[src/rtl/digit_scanner_pkg.sv]
// Shared definitions for the digit scanner: sequencer state encodings,
// the number of display digits, and small elaboration-time helpers.
package digit_scanner_pkg;

    // Sequencer states. The encodings are fixed because other blocks
    // that observe the scanner rely on them.
    typedef enum logic [1:0] {
        ST_IDLE  = 2'd0,
        ST_BLANK = 2'd1,
        ST_SHOW  = 2'd2
    } scan_state_t;

    localparam int N_DIGITS = 4;

    // Width of the shared phase counter. It must hold max(DIV, BLANK) - 1.
    // The result is kept at one bit or more so that DIV = BLANK = 1 still
    // elaborates.
    function automatic int cnt_width(input int div, input int blank);
        int max_len;
        int w;
        max_len = (div > blank) ? div : blank;
        w       = $clog2(max_len);
        return (w < 1) ? 1 : w;
    endfunction

    // One-hot digit enable for the given digit index.
    function automatic logic [N_DIGITS-1:0] digit_onehot(input logic [1:0] idx);
        logic [N_DIGITS-1:0] r;
        r      = '0;
        r[idx] = 1'b1;
        return r;
    endfunction

endpackage

[src/rtl/digit_scanner_mod_counter.sv]
// Up-counter with a run-time terminal value. When the count reaches the
// terminal value while enabled, it returns to zero on the same edge, and
// `wrap` flags the terminal count combinationally. The scanner uses one
// instance of this counter for both the blanking phase and the show phase.
module digit_scanner_mod_counter #(
    parameter int WIDTH = 4
) (
    input  logic             clk,
    input  logic             reset,
    input  logic             clear,
    input  logic             en,
    input  logic [WIDTH-1:0] term,
    output logic             wrap
);

    logic [WIDTH-1:0] count_q;
    logic [WIDTH-1:0] count_d;

    // Terminal-count detect and next-count selection. `clear` takes
    // priority over counting.
    always_comb begin
        wrap    = (count_q == term);
        count_d = count_q;
        if (clear) begin
            count_d = '0;
        end else if (en) begin
            count_d = wrap ? '0 : count_q + 1'b1;
        end
    end

    // Count register with synchronous reset.
    always_ff @(posedge clk) begin
        if (reset) begin
            count_q <= '0;
        end else begin
            count_q <= count_d;
        end
    end

endmodule

[src/rtl/digit_scanner.sv]
// Digit scanner for a 4-digit multiplexed display.
// sel[0] drives the first-level muxes and sel[1] drives the second-level
// mux. Before each digit lights, there is a blanking interval so that the
// mux output can settle first, which avoids ghosting.
//
//   state    | meaning
//   ---------+-----------------------------------------------------------
//   ST_IDLE  | scanning disabled, display dark, sel parked
//   ST_BLANK | display dark for BLANK cycles, sel already on target digit
//   ST_SHOW  | digit sel lit for DIV cycles (frozen while hold is high)
module digit_scanner
    import digit_scanner_pkg::*;
#(
    parameter int DIV   = 50000,
    parameter int BLANK = 1000
) (
    input  logic       clk,
    input  logic       reset,
    input  logic       enable,
    input  logic       hold,
    output logic [1:0] sel,
    output logic [3:0] digit_en,
    output logic       frame_done
);

    localparam int              CNT_W    = cnt_width(DIV, BLANK);
    localparam logic [CNT_W-1:0] DIV_TC   = CNT_W'(DIV - 1);
    localparam logic [CNT_W-1:0] BLANK_TC = CNT_W'(BLANK - 1);
    localparam logic [1:0]       LAST_DIG = 2'(N_DIGITS - 1);

    scan_state_t state_q, state_d;
    logic [1:0]  sel_q, sel_d;
    logic [3:0]  digit_en_q, digit_en_d;
    logic        frame_done_q, frame_done_d;

    logic             cnt_clear;
    logic             cnt_en;
    logic [CNT_W-1:0] cnt_term;
    logic             cnt_wrap;

    // A single counter serves both phases. Its terminal value follows the
    // current state.
    digit_scanner_mod_counter #(
        .WIDTH (CNT_W)
    ) u_cnt (
        .clk   (clk),
        .reset (reset),
        .clear (cnt_clear),
        .en    (cnt_en),
        .term  (cnt_term),
        .wrap  (cnt_wrap)
    );

    // Next-state, counter control and next-output logic. A low enable
    // overrides everything except reset. hold matters only in SHOW.
    always_comb begin
        state_d      = state_q;
        sel_d        = sel_q;
        digit_en_d   = 4'b0000;
        frame_done_d = 1'b0;
        cnt_clear    = 1'b0;
        cnt_en       = 1'b0;
        cnt_term     = (state_q == ST_SHOW) ? DIV_TC : BLANK_TC;

        if (!enable) begin
            state_d   = ST_IDLE;
            cnt_clear = 1'b1;
        end else begin
            case (state_q)
                ST_IDLE: begin
                    // Resume on the parked digit with a full blanking
                    // interval.
                    state_d   = ST_BLANK;
                    cnt_clear = 1'b1;
                end
                ST_BLANK: begin
                    cnt_en = 1'b1;
                    if (cnt_wrap) begin
                        state_d    = ST_SHOW;
                        digit_en_d = digit_onehot(sel_q);
                    end
                end
                ST_SHOW: begin
                    digit_en_d = digit_onehot(sel_q);
                    if (!hold) begin
                        cnt_en = 1'b1;
                        if (cnt_wrap) begin
                            // sel advances on the same edge that blanks
                            // the display, so no lit digit sees it move.
                            state_d      = ST_BLANK;
                            sel_d        = sel_q + 2'd1;
                            digit_en_d   = 4'b0000;
                            frame_done_d = (sel_q == LAST_DIG);
                        end
                    end
                end
                default: begin
                    state_d   = ST_BLANK;
                    cnt_clear = 1'b1;
                end
            endcase
        end
    end

    // Registers for state and outputs. Reset restarts the scan at digit 0
    // with blanking.
    always_ff @(posedge clk) begin
        if (reset) begin
            state_q      <= ST_BLANK;
            sel_q        <= 2'd0;
            digit_en_q   <= 4'b0000;
            frame_done_q <= 1'b0;
        end else begin
            state_q      <= state_d;
            sel_q        <= sel_d;
            digit_en_q   <= digit_en_d;
            frame_done_q <= frame_done_d;
        end
    end

    assign sel        = sel_q;
    assign digit_en   = digit_en_q;
    assign frame_done = frame_done_q;

endmodule
[config.mk]
export PLATFORM = sky130hd
export DESIGN_NAME = digit_scanner
export DESIGN_NICKNAME = d
export VERILOG_FILES = /design/src/rtl/digit_scanner_pkg.sv /design/src/rtl/digit_scanner_mod_counter.sv /design/src/rtl/digit_scanner.sv
export SDC_FILE = /design/constraint.sdc
export NUM_CORES = 1
export LEC_CHECK = 0
export CORE_ASPECT_RATIO = 1.25
export CORE_MARGIN = 1.5
export CORE_UTILIZATION = 53
export CTS_BUF_LIST = sky130_fd_sc_hd__clkbuf_8
export CTS_CLUSTER_DIAMETER = 150
export DETAILED_ROUTE_END_ITERATION = 8
export PLACE_DENSITY = 0.77
export SYNTH_ARGS = -nofsm -noshare
export SYNTH_HDL_FRONTEND = slang
export SYNTH_SLANG_ARGS = --single-unit
[constraint.sdc]
create_clock -name clk -period 1.8 [get_ports clk]
set_clock_uncertainty 0.15 [all_clocks]
set_input_delay 0.18 -clock clk [delete_from_list [all_inputs] [get_ports clk]]
set_output_delay 0.18 -clock clk [all_outputs]
set_load 0.01 [all_outputs]
[Yosys cells after proc, flatten, opt, wreduce, memory -nomap -nowiden]
Index checks and enable logic that the tools add are counted.
Word-level totals
  flip-flop bits (word level): 25
Operators by class
  add/sub/neg operators: 2
  magnitude comparators: 2
  eq/ne operators: 10
  muxes and demuxes: 18
  bitwise operators: 4
  reduce and logical (&&, ||, !) cells: 8
Operators with widths (number)
  16-bit 2-to-1 mux: 2
  16-bit by 1-bit adder with 16-bit output (second input constant): 1
  16-bit == test: 1
  4-bit 2-to-1 mux: 3
  3-bit != test (second input constant): 3
  4-bit one-hot mux with 2 select lines: 1
  1-bit 2-to-1 mux: 6
  2-bit 2-to-1 mux: 3
  2-bit != test (second input constant): 3
  3-bit AND reduction: 2
  2-bit OR reduction: 3
  5-bit OR reduction: 1
  2-bit == test (second input constant): 2
  1-bit inverter: 4
  2-bit one-hot mux with 2 select lines: 1
  4-bit AND reduction: 1
  2-bit by 3-bit less-than comparator with 1-bit output (second input constant): 1
  2-bit by 1-bit adder with 2-bit output (second input constant): 1
  1-bit demux with 2-bit select: 1
  2-bit by 1-bit == test with 1-bit output (second input constant): 1
  2-bit by 1-bit >= comparator with 1-bit output (second input constant): 1
  1-bit one-hot mux with 2 select lines: 1
  1-bit logical AND: 1

[Logic depth before layout (Yosys ltp)]
  word-level depth: 7
  mapped depth: 7

[By module]
From an unflattened synthesis, not the netlist that was laid out.
Second synthesis, totals
  cells, all modules: 166
  area total of the unflattened synthesis: 1407.6 sq um
Modules (own cells, without submodules)
  digit_scanner_mod_counter: instances 1, cells an instance 119, area each 954.7 sq um
  digit_scanner: instances 1, cells an instance 47, area each 452.9 sq um

[Least setup slack after synthesis]
OpenSTA, ideal clock, no wires.
  path type: register to register
  from: register state_q[0]
  to: register u_cnt.count_q[15]
  library setup time: 0.114 ns
  data arrival time: 1.558 ns
  data required time: 1.536 ns
  setup slack: -0.023 ns
  stages on the path, launching flop included: 8
  period minus slack after synthesis: 1.823 ns
  path through: dfxtp_1 > inv_1 > ha_1 > nand2b_1 > a211oi_4 > nand4_1 > xor2_1 > nor2_1
Between the ends
  cells in the longest elaborated chain, start to end: 5
  elaborated cells on any way between the ends: 11
  those cells by class: 3 x eq/ne; 6 x mux; 2 x reduce/logical
RTL lines
  start: declaration: line digit_scanner.sv:31  | scan_state_t state_q, state_d;
  start signal: assignment: line digit_scanner.sv:114  | state_q <= state_d;
  parallel branches: the longest is 5 deep, another holds 16-bit 2-to-1 mux
  end signal: assignment: line digit_scanner_mod_counter.sv:36  | count_q <= count_d;
  end: declaration: line digit_scanner_mod_counter.sv:16  | logic [WIDTH-1:0] count_q;
Several ways; the timed one is not identified.
A chain may end at the register's enable or synchronous reset.

[Worst setup path in the final report]
  from: register state_q[0]
  to: register state_q[0]
Between the ends
  cells in the longest elaborated chain, start to end: 5
  elaborated cells on any way between the ends: 10
  those cells by class: 6 x eq/ne; 3 x mux; 1 x reduce/logical
RTL lines
  2-bit == test: line digit_scanner.sv:63, digit_scanner.sv:69
  16-bit 2-to-1 mux: line digit_scanner.sv:63  | cnt_term = (state_q == ST_SHOW) ? DIV_TC : BLANK_TC;
  16-bit == test: line digit_scanner_mod_counter.sv:22  | wrap = (count_q == term);
  3-bit != test (no source line)
  3-bit AND reduction (no source line)
Parallel ways exist; a longest one is shown, timed or not.

==> flow_summary.toml <==
[outcome]
status = "completed"

[power]
peakVddDrop_v = 0.000424
powerDensity_nw_per_um2 = 608
p_leak_nw = 0.588
power_w = 0.000963

[route]
drt-initial-drc-count = 25
wl_per_cell_um = 14.0
first_pass_iters = 4
num_vias = 1039
final_antenna_net_count = 0
wirelength_um = 2630
vias_per_cell = 5.53
drc = 0

[floorplan]
die_h_um = 57.0
initial_core_util_pct = 55.9
die_area_um2 = 2630
die_x_um = 46.2
rows = 19
coreArea_um2 = 2210
ios = 11

[finish]
drive_above_1_share_pct = 24.8
most-common-layout-cells = "20 x nor2_1, 19 x dfxtp_1, 13 x xor2_1, 13 x buf_4, 10 x clkdlybuf4s50_1"
antenna-diode-count = 0
area_growth_pct = 28.2
fin_nets = 169
final_common_cell = "nor2_1"

[synthesis]
synth-main-ff-cell = "dfxtp_1"
netlist_area_um2 = 1240
syn-num-nets = 142
synth_edf_count = 0
yosysWarningCount = 0
synth-seq-area-share_pct = 40.5
synth-seq-cells = 25
syn_area_per_cell_um2 = 9.44
synthCells = 131
async_reset_ff_share_pct = 0
ys_types = 31

[critical_path]
critPathKind = "flip-flop to flip-flop"
critPathMaxStageDelay_ns = 0.35
crit_path_start_kind = "flip-flop"
crit_arrival_ns = 1.79
cp_cell_sequence = "inv_2, ha_4, nand3b_1, a21oi_4, a21oi_1, a211o_1"
r2r_cells = 6
crit_required_ns = 1.81
crit_fanout = 6
slowest_stage = "dfxtp_2"
reg2reg_slack_ns = 0.02
cp-end-kind = "flip-flop"

[clock_network]
clock_path_buffers = 2
cts.sinks = 25
cts_tree = "yes"
postCtsSetupRepairBufs = 0
clk_pin_slew_worst_paths_ns = 0.09
root_buffer = "clkbuf_8"
htreeDepth = 1
cts_buffers = 3
clk_latency_ns = 0.27

[sta]
slew_viol_final = 0
fmax_mhz = 563
slew_headroom_pct = 77.4
rsz0062_at_grt = "yes"
setup-violations-final = 0
finalCritPeriodShare_pct = 98.8
fin_crit_ns = 1.78
finalHoldViolCount = 0
setup_ws_ns = 0.0224
timing.hold.ws_ns = 0.370
tightest_slew_ns = 0.338

[run]
maxCapViolCount = 0

[grt]
grt_max_degree = 16
grt_usage_pct = 22.1
antenna_found_initial = 0
grt_overflow = 0
grt_pass1_wl_um = 4370
first_global_vias = 1085

[placement]
io_buffers = 10
dp_hpwl_um = 1890
pre_cts_ws_ns = -0.104
place.gp.congestion = 0.912

[hold_path]
hp-class = "input pin to flip-flop"
holdPathStages = 2
## state kept, by name, summed over array words and instances, names as in the netlist
signal,cells
state_q,2
frame_done,1
u_cnt.count_q,16
sel,2
digit_en,4
## routing by layer
metal  GRT usage, %  part of all wire [%]
met5              0                     0
met4           7.76                   2.0
met3           2.85                   2.0
met2           40.1                    55
met1           25.1                    41
## what timing repair did
| item | 4_1_cts | 5_1_grt |
|---|---|---|
| gates resized for setup | 6 | 15 |
| pin swaps | 2 | 10 |
| hold buffers | 0 | 0 |
| endpoints found under the setup margin | 11 | 22 |
## cell type report
type | count | area (um^2)
fillers | 164 | 626
inverters | 6 | 22.5
well taps | 31 | 38.8
repair buffers | 23 | 198
multi-input cells | 99 | 772
clock buffers | 3 | 41.3
clock inverters | 1 | 5.00
flip-flops and latches | 25 | 508
## logic make-up after synthesis
group           count (synthesis)  share of synthesized area, %
buf+inv                         7                          2.73
fa+ha+maj                       7                          7.08
flops                          25                          40.5
simple gates                   62                          28.3
xor+xnor                       16                          11.3
mux                             1                         0.810
compound gates                 13                          9.21
## cell usage after synthesis, drive strengths merged (2+ instances only)
master | count | area [um^2]
nand2b | 4 | 25.0
xnor2 | 3 | 26.3
a21oi | 6 | 33.8
nor4b | 3 | 41.3
nand3 | 7 | 40.0
dfxtp | 25 | 500
nor2 | 20 | 75.1
xor2 | 13 | 114
and2 | 2 | 12.5
and4 | 2 | 17.5
a211oi | 2 | 32.5
a211o | 2 | 26.3
ha | 7 | 87.6
nand4 | 7 | 43.8
and3 | 5 | 31.3
nand2 | 8 | 30.0
inv | 6 | 22.5
## critical path, delay by kind of cell (launching register included)
family,cells,cell delay [ns]
compound gates,3,0.67
flops,1,0.35
fa+ha+maj,1,0.18
buf+inv,1,0.05
simple gates,1,0.28
## metrics by stage
| stage | TNS, ns | cells | utilization (%) | instance area [um^2] |
|---|---|---|---|---|
| floorplan | 0 | 131 | - | 1240 |
| global placement | -0.302 | 184 | 66.1 | 1460 |
| detailed placement | -0.920 | 184 | 66.1 | 1460 |
| CTS | 0 | 188 | 69.2 | 1530 |
| global route | -0.239 | 188 | 71.7 | 1590 |
| finish | 0 | 188 | 71.7 | 1590 |
## path summary, 6_finish.rpt
path                                       from                            end
setup reg to reg        state_q[0]$_SDFFE_PP1P_        state_q[0]$_SDFFE_PP1P_
hold / removal                            reset            sel[1]$_SDFFE_PP0P_
setup / recovery        state_q[0]$_SDFFE_PP1P_        state_q[0]$_SDFFE_PP1P_
hold reg to reg   u_cnt.count_q[9]$_SDFFE_PP0P_  u_cnt.count_q[9]$_SDFFE_PP0P_
## report_power, final
group          switching, W   total, W  internal [W]
Sequential       0.00000406   0.000561      0.000557
Combinational     0.0000367  0.0000708     0.0000341
Clock              0.000176   0.000331      0.000155
Total              0.000217   0.000963      0.000746
Note: power is estimated with default switching activity, not from simulation.
